### src/rtl/imm_extend_pipe.sv
// imm_extend_pipe: RISC-V immediate extraction/extension stage with a
// valid/ready handshake on both sides and a two-entry (main + skid) buffer.
//
// Parameters:
//   XLEN   - immediate output width (32 or 64)
//   TAG_W  - sideband tag width (PC or instruction ID)
// Ports:
//   clk, reset             - clock, asynchronous active-high reset
//   in_valid / in_ready    - input handshake (in_ready is registered)
//   instr, imm_src, in_tag - instruction word, format select, sideband tag
//   out_valid / out_ready  - output handshake
//   imm_ext, out_tag       - extended immediate and its paired tag
//   out_illegal            - reserved-format flag (only with IMM_EXTEND_ILLEGAL_EN)
//
// Optional feature macro: IMM_EXTEND_ILLEGAL_EN
module imm_extend_pipe #(
  parameter int unsigned XLEN  = 32,
  parameter int unsigned TAG_W = 32
) (
  input  logic             clk,
  input  logic             reset,
  input  logic             in_valid,
  output logic             in_ready,
  input  logic [31:0]      instr,
  input  logic [2:0]       imm_src,
  input  logic [TAG_W-1:0] in_tag,
  output logic             out_valid,
  input  logic             out_ready,
  output logic [XLEN-1:0]  imm_ext,
`ifdef IMM_EXTEND_ILLEGAL_EN
  output logic             out_illegal,
`endif
  output logic [TAG_W-1:0] out_tag
);

  typedef struct packed {
    logic [XLEN-1:0]  imm;
    logic [TAG_W-1:0] tag;
`ifdef IMM_EXTEND_ILLEGAL_EN
    logic             illegal;
`endif
  } entry_t;

  logic [31:0] imm32_c;
  entry_t      new_c;
  entry_t      main_q, main_n;
  entry_t      skid_q, skid_n;
  logic        main_valid_q, main_valid_n;
  logic        skid_valid_q, skid_valid_n;
  logic        in_ready_q;
  logic        in_fire_c, out_fire_c;

  // Opcode bits never contribute to any immediate.
  logic unused_opcode;
  assign unused_opcode = ^instr[6:0];

  // Format decode to a 32-bit immediate; bit 31 always carries the sign.
  always_comb begin
    imm32_c = '0;
    case (imm_src)
      3'b000:  imm32_c = {{20{instr[31]}}, instr[31:20]};
      3'b001:  imm32_c = {{20{instr[31]}}, instr[31:25], instr[11:7]};
      3'b010:  imm32_c = {{19{instr[31]}}, instr[31], instr[7], instr[30:25],
                          instr[11:8], 1'b0};
      3'b011:  imm32_c = {{11{instr[31]}}, instr[31], instr[19:12], instr[20],
                          instr[30:21], 1'b0};
      3'b100:  imm32_c = {instr[31:12], 12'b0};
      3'b101:  imm32_c = {27'b0, instr[19:15]};
      default: imm32_c = '0;
    endcase
  end

  // Widen to XLEN by replicating bit 31 (zero for Z and reserved codes).
  always_comb begin
    new_c     = '0;
    new_c.imm = XLEN'($signed(imm32_c));
    new_c.tag = in_tag;
`ifdef IMM_EXTEND_ILLEGAL_EN
    new_c.illegal = imm_src[2] & imm_src[1];
`endif
  end

  assign in_fire_c  = in_valid & in_ready_q;
  assign out_fire_c = main_valid_q & out_ready;

  // Buffer next-state; in_ready is low whenever skid holds data, so an
  // input transfer never coincides with a full skid.
  always_comb begin
    main_n       = main_q;
    skid_n       = skid_q;
    main_valid_n = main_valid_q;
    skid_valid_n = skid_valid_q;
    if (skid_valid_q) begin
      if (out_fire_c) begin
        main_n       = skid_q;
        skid_valid_n = 1'b0;
      end
    end else if (in_fire_c) begin
      if (!main_valid_q || out_fire_c) begin
        main_n       = new_c;
        main_valid_n = 1'b1;
      end else begin
        skid_n       = new_c;
        skid_valid_n = 1'b1;
      end
    end else if (out_fire_c) begin
      main_valid_n = 1'b0;
    end
  end

  always_ff @(posedge clk or posedge reset) begin
    if (reset) begin
      main_q       <= '0;
      skid_q       <= '0;
      main_valid_q <= 1'b0;
      skid_valid_q <= 1'b0;
      in_ready_q   <= 1'b0;
    end else begin
      main_q       <= main_n;
      skid_q       <= skid_n;
      main_valid_q <= main_valid_n;
      skid_valid_q <= skid_valid_n;
      in_ready_q   <= ~skid_valid_n;
    end
  end

  assign in_ready  = in_ready_q;
  assign out_valid = main_valid_q;
  assign imm_ext   = main_q.imm;
  assign out_tag   = main_q.tag;
`ifdef IMM_EXTEND_ILLEGAL_EN
  assign out_illegal = main_q.illegal;
`endif

endmodule

### config.mk
export PLATFORM = sky130hd
export DESIGN_NAME = imm_extend_pipe
export DESIGN_NICKNAME = d
export VERILOG_FILES = /design/src/rtl/imm_extend_pipe.sv
export SDC_FILE = /design/constraint.sdc
export NUM_CORES = 1
export LEC_CHECK = 0
export CORE_ASPECT_RATIO = 0.75
export CORE_MARGIN = 5
export CORE_UTILIZATION = 56
export CTS_BUF_LIST = sky130_fd_sc_hd__clkbuf_8
export DETAILED_ROUTE_END_ITERATION = 12
export HOLD_SLACK_MARGIN = 0.02
export MAX_ROUTING_LAYER = met4
export PLACE_DENSITY = 0.88
export SYNTH_ARGS = -nofsm -noshare
export SYNTH_HDL_FRONTEND = slang
export SYNTH_SLANG_ARGS = --single-unit
### constraint.sdc
create_clock -name clk -period 8.2 [get_ports clk]
set_input_delay 1.64 -clock clk [delete_from_list [all_inputs] [get_ports clk]]
set_output_delay 1.64 -clock clk [all_outputs]
set_load 0.02 [all_outputs]
==> flow_summary.toml <==
[clock_tree]
clock_sinks = 131
numCtsBuffers = 17
clkTransAtPathRegs_ns = 0.08
clockRootBuffer = "clkbuf_8"
clkLatencyLatePin_ns = 0.44
clock_path_buffers = 2
cts_setup_buffers = 0
cts_tree = "done"
htree_levels = 4
postCtsHoldBufs = 0
post_cts_resized = 0

[worst_setup_path]
rrSetupSlack_ns = 5.38
crit_type = "input pin to register"
worstPathMaxFanout = 60
cp-start-kind = "input pin"
rr_startpoint = "skid_valid_q"
r2r_end = "skid_q[43]"
arrival_ns = 4.37
cp-end-kind = "register"
worstPathRequired_ns = 8.58
crit_slowest_cell = "nand3b_1"
slowest_delay_ns = 0.83
path_cells = "clkdlybuf4s50_1 > nand3b_4 > nand3b_1 > buf_4 > a2111oi_0 > a21o_1"
rr_worst_depth = 5

[timing]
tightest_slew_ns = 1.08
slew_headroom = 0.280
finalHoldViolCount = 0
setup_tns_ns = 0
finClkSkew_ns = 0.0112
finalSetupViolations = 0
rsz0062_at_grt = "no"
slew_violations = 0
setup_ws_ns = 4.22
finalCriticalPeriod_ns = 3.98
fin_crit_sh = 0.486
fmax_mhz = 251

[cells_and_area]
nFillCells = 694
drive_gt1_frac = 0.0655
layout_common_cells = "193 x nand2_1, 130 x dfrtp_1, 129 x clkdlybuf4s50_1"
finalNetCount = 806
seq_area_mm2 = 0.00328
synthToLayoutAreaGrowth_pct = 28.7
multi_input_area_mm2 = 0.00245
final_common_cell = "nand2_1"
diodes = 0
layoutNonFillerInstCount = 884
fin_util = 0.744
fin_area_mm2 = 0.00775

[pwr]
pwr-share-clk = 0.224
p_comb_frac = 0.401
swShare = 0.379
seqPwrFrac = 0.375
power.internal_w = 0.00181
vdd_drop_max_mv = 0.336
p_leak_nw = 3.52
power.density_mw_per_mm2 = 377
switchingPower_w = 0.00111

[route]
via_per_inst = 5.80
post_drt_wl_per_cell_um = 17.5
drt_wl_total_um = 15500
vias = 5128
first_pass_iters = 7
drt_iter0_markers = 590
drc = 0
drt.antenna.violating_nets = 0

[synth]
ys_types = 40
ys_ff_latch = 131
avgSynthCellArea_um2 = 9.52
synthTopCellsByArea = "dfrtp_1 54%, nand2_1 12%, mux2i_1 6.3%"
synthCells = 632
syn-num-nets = 703
synth_warnings = 0
synth-edff-count = 0
ys_seq_area_frac = 0.545
synth_flop_cell = "dfrtp_1"
synth.largest_area_cell = "dfrtp_1"
synthArstFlopShare = 1.00
syn_area_mm2 = 0.00602
synth_top_area_frac = 0.545

[place]
post-place-ws_ns = 3.75
dpl_cell_area_mm2 = 0.00727
place_congestion = 0.851
io_buffer_count = 129
hpwl_um = 10200
dp.cells = 852

[global_route]
grt_pass1_vias = 5201
grt_max_degree = 118
grt_pass1_wl_um = 25500
grt.overflow.total = 0
antenna_found_initial = 0
grt_usage = 0.255

[floorplan]
die_area_mm2 = 0.0129
dieHeight_um = 99.8
core_area_mm2 = 0.0104
rows = 32
initial_utilization = 0.578
die_x_um = 130
ios = 137

[outcome]
outcome = "completed"

[worst_hold_path]
worst_hold_path.num_cells = 2
min_to = "skid_q[29]"
holdCritStartpoint = "skid_q[29]"
hp-class = "register to register"

[job]
drv_cap = 0
-- area by class of cell --
type / instances / area share
Sequential cell: 131 / 0.424
Multi-Input combinational cell: 443 / 0.316
Clock inverter: 13 / 0.0283
Clock buffer: 19 / 0.0338
Tap cell: 136 / 0.0220
Timing Repair Buffer: 135 / 0.172
Inverter: 7 / 0.00371
-- flip-flops by register name (all words and copies together), names as in the netlist --
name / cells
imm_ext: 32
in_ready: 1
out_tag: 32
out_valid: 1
skid_q: 64
skid_valid_q: 1
-- kinds of logic after synthesis --
logic type             count (synthesis)  synth area share
buffers and inverters                 58            0.0507
flip-flops                           131             0.545
AO/OA/AOI/OAI                        166             0.165
multiplexers                          39            0.0651
XOR/XNOR                               1           0.00457
AND/OR/NAND/NOR                      237             0.170
-- critical path: cells and delay by family --
family          cells  cell delay (ns)
buf+inv             2             1.15
compound gates      2             0.57
simple gates        2             0.97
-- synthesized netlist by cell type, drive strengths merged, types with 2 or more instances --
master / number
mux2i: 38
o22a: 6
nor2: 4
nor2b: 5
nand3: 13
inv: 7
a22o: 4
buf: 35
and2b: 2
clkbuf: 16
nor3b: 8
a2111oi: 2
dfrtp: 131
o211a: 3
o21ai: 78
o211ai: 9
a21oi: 39
a21o: 3
nand3b: 9
a221oi: 12
a31oi: 5
nand2: 193
o21bai: 2
-- worst max path at each step --
stage / start / end / slack, ns / depth (start not counted)
after global placement: in_valid / skid_q[43] / 3.78 / 6
after CTS: in_valid / skid_q[43] / 4.20 / 6
final: in_valid / skid_q[43] / 4.22 / 6
after floorplan: reset / imm_ext[0] / 3.06 / 1
after global routing: in_valid / skid_q[43] / 4.07 / 6
after detailed placement: in_valid / skid_q[43] / 3.75 / 6
-- per-layer routing --
metal  share of wire  track usage  vias up
met1            0.41        0.325     2481
met5               0            -        -
met3           0.084       0.0798       45
met4           0.025       0.0871        0
met2            0.48        0.391      237
li1                -            -     2365
-- power groups by stage --
stage	clock network, W	registers, W	logic (W)
after floorplan	0	0.00123	0.000602
after global placement	0	0.00108	0.00113
after detailed placement	0	0.00110	0.00117
after CTS	0.000659	0.00109	0.00118
after global routing	0.000694	0.00113	0.00129
final	0.000654	0.00109	0.00117
-- stage by stage --
step,hold WS [ns],power [W]
after floorplan,0.445,0.00183
after global placement,0.457,0.00221
after detailed placement,0.462,0.00227
after CTS,0.481,0.00294
after global routing,0.507,0.00311
final,0.481,0.00292
Note: power is estimated with default switching activity, not from simulation.
